## config.mk

```make
export PLATFORM = sky130hd
export DESIGN_NAME = rr_arb_5
export DESIGN_NICKNAME = d
export VERILOG_FILES = /design/src/rtl/noc_pkg.sv /design/src/rtl/rr_pick5.sv /design/src/rtl/rr_arb_5.sv
export SDC_FILE = /design/constraint.sdc
export NUM_CORES = 1
export LEC_CHECK = 0
export ABC_AREA = 1
export ABC_CLOCK_PERIOD_IN_PS = 7900
export BUFFER_PORTS_ARGS = -buffer_cell sky130_fd_sc_hd__buf_4
export CORE_AREA = 2 2 146 148
export CTS_BUF_LIST = sky130_fd_sc_hd__clkbuf_8 sky130_fd_sc_hd__clkbuf_16
export DETAILED_ROUTE_END_ITERATION = 6
export DIE_AREA = 0 0 148 150
export GPL_TIMING_DRIVEN = 0
export PLACE_DENSITY = 0.53
export SYNTH_ARGS = -nofsm -noshare
export SYNTH_HDL_FRONTEND = slang
export SYNTH_SLANG_ARGS = --single-unit
export TNS_END_PERCENT = 30
```

## constraint.sdc

```tcl
create_clock -name clk -period 7.9 [get_ports clk]
set_input_delay 1.58 -clock clk [delete_from_list [all_inputs] [get_ports clk]]
set_output_delay 1.58 -clock clk [all_outputs]
set_load 0.005 [all_outputs]
```

## src/rtl/noc_pkg.sv

```systemverilog
// noc_pkg: shared widths, input count and select-code type for the round-robin arbiter
package noc_pkg;
  localparam int WIDTH_DEF = 32;
  localparam int NUM_IN = 5;
  typedef logic [2:0] sel_t;
endpackage

```

## src/rtl/rr_pick5.sv

```systemverilog
// rr_pick5: rotating-priority scan; picks the first set req bit starting at ptr, modulo 5 (ports: req, ptr -> grant one-hot, idx)
module rr_pick5
  import noc_pkg::*;
(
  input  logic [NUM_IN-1:0] req,
  input  sel_t              ptr,
  output logic [NUM_IN-1:0] grant,
  output sel_t              idx
);
  sel_t j;
  always_comb begin
    grant = '0;
    idx = '0;
    j = '0;
    // scan from the farthest offset down so the nearest requester wins the last write
    for (int k = NUM_IN - 1; k >= 0; k--) begin
      j = sel_t'((32'(ptr) + k) % NUM_IN);
      if (req[j]) begin
        grant = '0;
        grant[j] = 1'b1;
        idx = j;
      end
    end
  end
endmodule

```

## src/rtl/rr_arb_5.sv

```systemverilog
// rr_arb_5: 5-input round-robin arbiter with a one-word output register
// ports: clk, reset (async high), in_valid/in_ready/in_data0..4 upstream, out_valid/out_ready/out_data/out_sel downstream;
// optional grant_cnt (5x16 saturating grant counters) when RR_ARB_5_GRANT_CNT_EN is defined
module rr_arb_5 #(
  parameter int WIDTH = noc_pkg::WIDTH_DEF,
  parameter int NUM_IN = 5
) (
  input  logic              clk,
  input  logic              reset,
  input  logic [NUM_IN-1:0] in_valid,
  input  logic [WIDTH-1:0]  in_data0,
  input  logic [WIDTH-1:0]  in_data1,
  input  logic [WIDTH-1:0]  in_data2,
  input  logic [WIDTH-1:0]  in_data3,
  input  logic [WIDTH-1:0]  in_data4,
  output logic [NUM_IN-1:0] in_ready,
  output logic              out_valid,
  output logic [WIDTH-1:0]  out_data,
  output noc_pkg::sel_t     out_sel,
  input  logic              out_ready
`ifdef RR_ARB_5_GRANT_CNT_EN
  ,
  output logic [NUM_IN-1:0][15:0] grant_cnt
`endif
);
  noc_pkg::sel_t ptr, idx;
  logic [NUM_IN-1:0] grant;
  logic [WIDTH-1:0] pick_data;
  logic load, take;
  rr_pick5 u_pick (.req(in_valid), .ptr(ptr), .grant(grant), .idx(idx));
  // reset gates in_ready combinationally so nothing is accepted while it is held
  always_comb begin
    load = !out_valid | out_ready;
    take = load & |in_valid & !reset;
    in_ready = {NUM_IN{load & !reset}} & grant;
    pick_data = idx == 3'd0 ? in_data0 :
                idx == 3'd1 ? in_data1 :
                idx == 3'd2 ? in_data2 :
                idx == 3'd3 ? in_data3 : in_data4;
  end
  always_ff @(posedge clk or posedge reset) begin
    if (reset) begin
      out_valid <= 1'b0;
      out_data <= '0;
      out_sel <= '0;
      ptr <= '0;
    end else if (load) begin
      out_valid <= take;
      if (take) begin
        out_data <= pick_data;
        out_sel <= idx;
        ptr <= idx == 3'd4 ? 3'd0 : idx + 3'd1;
      end
    end
  end
`ifdef RR_ARB_5_GRANT_CNT_EN
  for (genvar i = 0; i < NUM_IN; i++) begin : g_cnt
    always_ff @(posedge clk or posedge reset) begin
      if (reset) grant_cnt[i] <= '0;
      else if (in_ready[i] && grant_cnt[i] != 16'hFFFF) grant_cnt[i] <= grant_cnt[i] + 16'd1;
    end
  end
`endif
endmodule
```

Word level (Yosys, flattened, before mapping)
Cells that the tools add are included.
{"block": "totals", "in_bits": 168, "elab_cells": 78, "regBits": 39, "output_inout_bits": 41}
{"block": "op_classes", "add_sub_neg": 5, "n_bitwise": 5, "n_eq_ne": 4, "n_reduce_logical": 10, "div": 5, "mux": 35, "order_cmp": 10}
{"op": "$mod 32x3->32 const B", "n": 4}
{"op": "$mux 32", "n": 4}
{"op": "$mod 3x3->32 const B", "n": 1}
{"op": "$mux 5", "n": 5}
{"op": "$lt 3x4->1 const B", "n": 5}
{"op": "$mux 3", "n": 6}
{"op": "$bmux 1 s3", "n": 5}
{"op": "$demux 1 s3", "n": 5}
{"op": "$ge 3x1->1 const B", "n": 5}
{"op": "$mux 1", "n": 10}
{"op": "$add 3x2->4 const B", "n": 2}
{"op": "$eq 3x2->1 const B", "n": 2}
{"op": "$and 5x5->5", "n": 1}
{"op": "$logic_and 1x1->1", "n": 5}
{"op": "$reduce_or 5->1", "n": 1}
{"op": "$add 3x1->4 const B", "n": 1}
{"op": "$add 3x3->4 const B", "n": 1}
{"op": "$add 3x1->3 const B", "n": 1}
{"op": "$and 1x1->1", "n": 3}
{"op": "$eq 3x1->1 const B", "n": 1}
{"op": "$eq 3x3->1 const B", "n": 1}
{"op": "$logic_not 3->1", "n": 1}
{"op": "$logic_not 1->1", "n": 2}
{"op": "$reduce_and 2->1", "n": 1}
{"op": "$or 1x1->1", "n": 1}

Longest topological paths before layout
Gate-level depths: netlist of run 1.
{"block": "depth", "depth_word": 14, "mapped_depth": 36}

Modules after synthesis
Synthesis of run 1 repeated with hierarchy kept, for this count alone.
{"block": "hier_totals", "hier_cells": 1007, "hier_area_um2": 5499.0}
{"module": "rr_arb_5", "cells_per_inst": 675, "instances": 1, "area_each_um2": 3649.8}
{"module": "rr_pick5", "cells_per_inst": 332, "instances": 1, "area_each_um2": 1849.3}

Worst setup path before layout of run 1
OpenSTA, ideal clock, no wires.
{"block": "synth_path", "path_kind": "input -> output", "from": "input port reset", "to": "output port in_ready[4]", "required_ns": 6.320, "path_buffers": 1, "setup_slack_ns": 3.113, "arrival_time_ns": 3.207, "path_stages": 6, "path_cell_list": "inv_1 -> nand2_1 -> inv_1 -> nand2_1 -> clkbuf_1 -> nor2_1"}
{"block": "synth_via", "elab_chain_cells": 3}
{"item": "start: declaration", "line_no": "rr_arb_5.sv:9", "text": "input logic reset,"}
{"item": "$logic_not 1->1 (no source line)"}
{"item": "$and 1x1->1", "line_no": "rr_arb_5.sv:35", "text": "in_ready = {NUM_IN{load & !reset}} & grant;"}
{"item": "$and 5x5->5", "line_no": "rr_arb_5.sv:35"}
{"item": "end: declaration", "line_no": "rr_arb_5.sv:16", "text": "output logic [NUM_IN-1:0] in_ready,"}
Every way passes these cells.

Final worst setup path of run 1
{"block": "layout_path", "from": "register ptr[1]", "to": "register out_data[26]"}
{"block": "layout_via", "elab_chain_cells": 14, "elab_cells_between_ends": 32}
{"item": "start: declaration", "line_no": "rr_arb_5.sv:26", "text": "noc_pkg::sel_t ptr, idx;"}
{"item": "start signal: assignment", "line_no": "rr_arb_5.sv:52", "text": "ptr <= idx == 3'd4 ? 3'd0 : idx + 3'd1;"}
{"item": "$add 3x3->4", "line_no": "rr_pick5.sv:17", "text": "j = sel_t'((32'(ptr) + k) % NUM_IN);"}
{"item": "$mod 32x3->32", "line_no": "rr_pick5.sv:17"}
{"item": "$bmux 1 s3", "line_no": "rr_pick5.sv:18", "text": "if (req[j]) begin"}
{"item": "$mux 1 (not written as such)", "line_no": "rr_pick5.sv:18"}
{"item": "$mux 3 (4 in series)", "line_no": "rr_pick5.sv:18"}
{"item": "$mux 3 (*)", "line_no": "rr_pick5.sv:18"}
{"item": "net idx[1]", "line_no": "rr_arb_5.sv:26"}
{"item": "$eq 3x2->1", "line_no": "rr_arb_5.sv:39", "text": "idx == 3'd3 ? in_data3 : in_data4;"}
{"item": "$mux 32", "line_no": "rr_arb_5.sv:39"}
{"item": "$mux 32", "line_no": "rr_arb_5.sv:38", "text": "idx == 3'd2 ? in_data2 :"}
{"item": "$mux 32", "line_no": "rr_arb_5.sv:37", "text": "idx == 3'd1 ? in_data1 :"}
{"item": "$mux 32 (*)", "line_no": "rr_arb_5.sv:36", "text": "pick_data = idx == 3'd0 ? in_data0 :"}
{"item": "end signal: assignment", "line_no": "rr_arb_5.sv:50", "text": "out_data <= pick_data;"}
{"item": "end: declaration", "line_no": "rr_arb_5.sv:18", "text": "output logic [WIDTH-1:0] out_data,"}
The timed path passes the listed nets; every way through them passes the cells marked *. The select of a mux whose other input is x is not followed.
A chain may end at the register's enable or synchronous reset.

==> out/summary.txt, run 1 <==
count of cell types in the netlist: 35
GRT Overall Usage: 17.3%
clock latency of the later-clocked register in the worst-skew pair: 0.30 ns
routed wire length: 19300 um
most frequent standard cell in the layout excluding fill and tap cells: nand2_1
Buf/Inv on CP: 7
diodes inserted: 0
post-synthesis cell type with the largest combined area: nand2_1
TritonCTS sink count: 39
starting density of the core: 24.6%
ranking of synthesized cells by area: nand2_1 (23%), dfrtp_1 (19%), nand3_1 (12%), inv_1 (10%), mux2i_1 (6.3%)
die height: 150 um
post-cts sizing count: 0
half-perimeter wire length after placement: 15800 um
outcome: completed
Remaining DRCs: 0
final number of max-transition violations: 0
setup total negative slack: 0 ns
class of the most critical setup path: register to register
flops & latches, synth: 39
detailed router's first-iteration violation count: 248
clock root buffer: clkbuf_16
RSZ-0062 raised after global routing: false
measured slew at the worst slew-check pin: 0.840 ns
Yosys warnings: 0
Post-DRT Antenna Nets: 0
max-slew headroom at the worst pin: 44.0%
family of cells with the greatest summed delay on the critical path: buffers and inverters
wire length of the first global-routing pass: 30300 um
initial antenna violation count: 0
max incr delay on CP: 0.69 ns
number of ports placed on the die boundary: 209
Max Cap Viol: 0
CP max FO: 11
floorplan core area: 20700 um2
total die area: 22200 um2
min cycle time layout: 5.81 ns
clock-pin slew on the worst setup and hold paths: 0.06 ns
Final Hold Fails: 0
clk_skew: 0.00664 ns
most used cells in the layout excluding fill and tap cells: nand2_1 (315), buf_4 (210), inv_1 (139)
post-synthesis cell count: 877
routability-driven placement congestion ratio: 0.858
most frequent cell on the critical path: nand2_1
startpoint class of the critical path: register
via count of the first global-routing pass: 5657
wire length per cell after detailed routing: 14.1 um
Final Util: 34.5%
Post-Synthesis Mean Instance Area: 5.80 um2
number of levels in the clock H-tree: 2
top-area cell type share of the netlist area: 23.3%
Post-Place Cell Area: 7000 um2
detailed-routing iteration count for the pre-antenna-repair pass: 4
worst endpoint required time: 8.09 ns
cts bufs inserted: 5
fill cell instance count of the final layout: 2395
cell area after technology mapping: 5080 um2
arrival time reported for the critical path endpoint: 5.99 ns
final design area excluding fillers: 7140 um2
worst hold-check path type: register to register
count of nets after finishing: 1283
area growth from synthesis to layout: 40.5%
total gr overflow: 0
pin count of the biggest net entering global routing: 37
final setup vio count: 0
sequential-to-total area share from yosys stat: 19.2%
Worst path slowest cell: clkbuf_1
die width: 148 um
kind of end point of the critical path: register
number of placed instances, taps included: 1360
via count: 5952
number of buffers on the longest clock path: 2
Post CTS Setup Buffer Count: 0
number of buffers added to fix hold violations after cts: 0
Max Freq: 0.172 GHz
number of buffer cells added on primary ports: 207
number of non-filler instances in the completed layout: 1368
fraction of final layout cells with drive strength greater than 1: 26.4%
Vias per Instance: 4.35
synthesized netlist net count: 1068
share of the cycle needed by the critical path after routing: 73.5%
clock tree from TritonCTS: built
std cell rows: 53
==> area by class of cell <==
| type | count | area [um2] | area share, % |
|---|---|---|---|
| sequential | 39 | 976 | 13.7 |
| clock inverter | 3 | 16.3 | 0.228 |
| tap | 275 | 344 | 4.82 |
| timing repair buffer | 208 | 1570 | 22.0 |
| multi-input combinational | 642 | 3300 | 46.2 |
| inverter | 153 | 574 | 8.04 |
| clock buffer | 5 | 125 | 1.75 |
| buffer | 43 | 236 | 3.31 |
==> worst paths after layout <==
kind                       depth (start not counted)            to          from  slack (ns)
hold reg to reg                                    2  out_data[22]  out_data[22]        0.48
hold / removal                                     2  out_data[22]  out_data[22]        0.48
setup reg to reg                                  31  out_data[26]        ptr[1]        2.09
min in group asynchronous                          2   out_data[8]         reset        1.16
setup / recovery                                  31  out_data[26]        ptr[1]        2.09
max in group asynchronous                          3   out_data[4]         reset        6.31
==> metal layers <==
layer	vias to the layer above	track usage [%]	wire length, um	share of wire (%)
li1	3163	-	-	-
met1	2589	21.8	8170	42
met2	183	29.1	9330	48
met3	17	4.79	1460	7.6
met4	0	4.24	323	1.7
met5	-	0	0	0
==> stage by stage <==
step                hold slack (ns)  worst slack [ns]
floorplan                     0.472              3.11
global placement              0.464              1.89
detailed placement            0.467              2.05
CTS                           0.485              2.03
global route                  0.499              1.51
finish                        0.482              2.09
==> tightest hold or removal path: stages (launching register included) <==
cell and delay, ns:
dfrtp_1 0.35, nand2_1 0.05, nand2_1 0.05
==> sequential cells by signal (all words and copies together) (netlist names) <==
register   count
out_valid      1
ptr            3
out_data      32
out_sel        3
==> synth_stat cells <==
master	n
or2_1	1
nand2_4	3
o22ai_1	1
nand3_4	1
buf_8	1
ha_1	23
a21oi_2	1
and3_1	1
nand3_2	12
nand2_1	315
o21ai_1	9
nor3_1	3
o211ai_1	3
a21oi_1	11
o221ai_1	1
mux2i_1	32
buf_4	3
o21ai_0	47
nor2_2	2
inv_2	14
a31oi_2	1
clkbuf_1	17
xor2_1	1
nand2_2	10
buf_6	4
dfrtp_1	39
inv_1	139
nor2_1	26
o21bai_1	1
nand4_1	7
nand3_1	125
buf_2	18
nand2_8	1
o21ai_2	2
xnor2_1	2
==> cells by family (layout without fill, tap and decap cells) <==
group | after synthesis | count (layout) | synth area share, %
xor gates and xnor gates | 3 | 3 | 0.517
buffers and inverters | 196 | 412 | 15.9
AOI/OAI and AO/OA | 77 | 77 | 8.25
adders and majority gates | 23 | 23 | 5.66
DFF | 39 | 39 | 19.2
and+or+nand+nor | 507 | 507 | 44.1
muxes | 32 | 32 | 6.30
Power of run 1 is left out: the tool's default activity adds up to more than one toggle a clock period on the data nets, which glitch-free logic cannot reach.
==> run 2: changes to the inputs <==
--- a/config.mk
+++ b/config.mk
@@ -6,7 +6,7 @@
 export NUM_CORES = 1
 export LEC_CHECK = 0
 export ABC_AREA = 1
-export ABC_CLOCK_PERIOD_IN_PS = 7900
+export ABC_CLOCK_PERIOD_IN_PS = 5600
 export BUFFER_PORTS_ARGS = -buffer_cell sky130_fd_sc_hd__buf_4
 export CORE_AREA = 2 2 146 148
 export CTS_BUF_LIST = sky130_fd_sc_hd__clkbuf_8 sky130_fd_sc_hd__clkbuf_16
==> constraint.sdc (replaced) <==
create_clock -name clk -period 5.6 [get_ports clk]
set_input_delay 1.12 -clock clk [delete_from_list [all_inputs] [get_ports clk]]
set_output_delay 1.12 -clock clk [all_outputs]
set_load 0.005 [all_outputs]
==> run 2 against run 1 <==
Register-to-register slack worse by 1.6 ns. Cell count is essentially flat. Clock-buffer cell count is the same. Sequential share of layout area barely moved. Routed wire length increased by 0.32%. Via count about the same. Critical path depth fell by 1. Global-route usage unchanged. Maximum frequency rose by 13%. Design area increased by 0.12%.
==> out/summary.txt, run 2 (synthesized netlist as in run 1, its figures left out) <==
Post CTS Setup Buffer Count: 0
Vias per Instance: 4.36
most used cells in the layout excluding fill and tap cells: nand2_1 (315), buf_4 (210), inv_1 (139)
routed wire length: 19300 um
CP max FO: 11
Max Freq: 0.195 GHz
number of levels in the clock H-tree: 2
outcome: completed
setup total negative slack: 0 ns
share of the cycle needed by the critical path after routing: 91.7%
post-cts sizing count: 3
half-perimeter wire length after placement: 15800 um
clock latency of the later-clocked register in the worst-skew pair: 0.29 ns
Post-Place Cell Area: 7000 um2
final number of max-transition violations: 0
largest registers ranked by flip-flop count: out_data x32, out_sel x3, ptr x3
most frequent cell on the critical path: nand2_1
area growth from synthesis to layout: 40.7%
flip-flop count of the largest register after layout: 32
Reg2Reg Launch Point: ptr[1]
RSZ-0062 raised after global routing: false
starting density of the core: 24.6%
Worst path slowest cell: dfrtp_2
detailed-routed wire length on met2: 9320 um
max incr delay on CP: 0.50 ns
number of placed instances, taps included: 1360
min cycle time layout: 5.14 ns
die width: 148 um
detailed-routed wire length on met3: 1490 um
number of ports placed on the die boundary: 209
die height: 150 um
max-slew headroom at the worst pin: 52.5%
Max Cap Viol: 0
wire length of the first global-routing pass: 30300 um
via count: 5955
wire length per cell after detailed routing: 14.1 um
Final Util: 34.6%
arrival time reported for the critical path endpoint: 5.33 ns
Final Hold Fails: 0
worst hold-check path type: register to register
final setup vio count: 0
diodes inserted: 0
floorplan core area: 20700 um2
measured slew at the worst slew-check pin: 0.705 ns
clock-pin slew on the worst setup and hold paths: 0.06 ns
Worst Hold Launch: out_data[22]
final design area excluding fillers: 7150 um2
pin count of the biggest net entering global routing: 37
Critical Path Source: ptr[1]
count of nets after finishing: 1282
detailed-routing iteration count for the pre-antenna-repair pass: 4
via count of the first global-routing pass: 5657
wire length on met1: 8200 um
register with the most flip-flops: out_data
Post-DRT Antenna Nets: 0
total gr overflow: 0
clk_skew: 0.00572 ns
worst endpoint required time: 5.79 ns
total die area: 22200 um2
number of buffers added to fix hold violations after cts: 0
most frequent standard cell in the layout excluding fill and tap cells: nand2_1
cts bufs inserted: 5
GRT Overall Usage: 17.3%
number of buffer cells added on primary ports: 207
startpoint class of the critical path: register
initial antenna violation count: 0
number of non-filler instances in the completed layout: 1367
std cell rows: 53
clock root buffer: clkbuf_16
fraction of final layout cells with drive strength greater than 1: 26.9%
number of buffers on the longest clock path: 2
TritonCTS sink count: 39
kind of end point of the critical path: register
routability-driven placement congestion ratio: 0.858
max layer used: met4
fill cell instance count of the final layout: 2395
class of the most critical setup path: register to register
clock tree from TritonCTS: built
Remaining DRCs: 0
detailed router's first-iteration violation count: 311
==> run 2: cell types whose count changed in the layout (fill, tap and decap cells not counted), sizes merged <==
cell    delta
clkbuf     -2
buf        +1
==> run 2: path summary, 6_finish.rpt <==
kind,endpoint,slack (ns),depth (start not counted)
max,out_data[13],0.46,30
min,out_data[22],0.48,2
max reg2reg,out_data[13],0.46,30
min reg2reg,out_data[22],0.48,2
max in group asynchronous,ptr[1],4.46,3
min in group asynchronous,out_data[8],0.70,2
==> run 2: final cells by class <==
| class | count | area, um2 | area share [%] |
|---|---|---|---|
| timing repair buffer | 208 | 1570 | 22.0 |
| inverter | 153 | 574 | 8.03 |
| tap | 275 | 344 | 4.81 |
| buffer | 42 | 241 | 3.38 |
| sequential | 39 | 977 | 13.7 |
| multi-input combinational | 642 | 3300 | 46.1 |
| clock inverter | 3 | 16.3 | 0.227 |
| clock buffer | 5 | 125 | 1.75 |
==> run 2: worst max-delay path, delay by kind of cell (launching register included) <==
family | cells | cell delay [ns]
buffers and inverters | 6 | 1.24
DFF | 1 | 0.50
muxes | 1 | 0.29
and+or+nand+nor | 17 | 1.39
AOI/OAI and AO/OA | 1 | 0.27
adders and majority gates | 5 | 1.33
==> run 2: metal layers <==
metal | up-vias | GRT usage, %
met5 | - | 0
met4 | 0 | 4.24
met3 | 17 | 4.79
met2 | 182 | 29.1
met1 | 2589 | 21.8
li1 | 3167 | -
==> run 2: stage by stage <==
step / hold WS, ns / setup WS (ns)
CTS: 0.485 / 0.0207
detailed placement: 0.467 / -0.250
global route: 0.499 / 0.0562
finish: 0.482 / 0.464
floorplan: 0.472 / 1.08
global placement: 0.464 / -0.215
Power of run 2 is left out for the same reason.
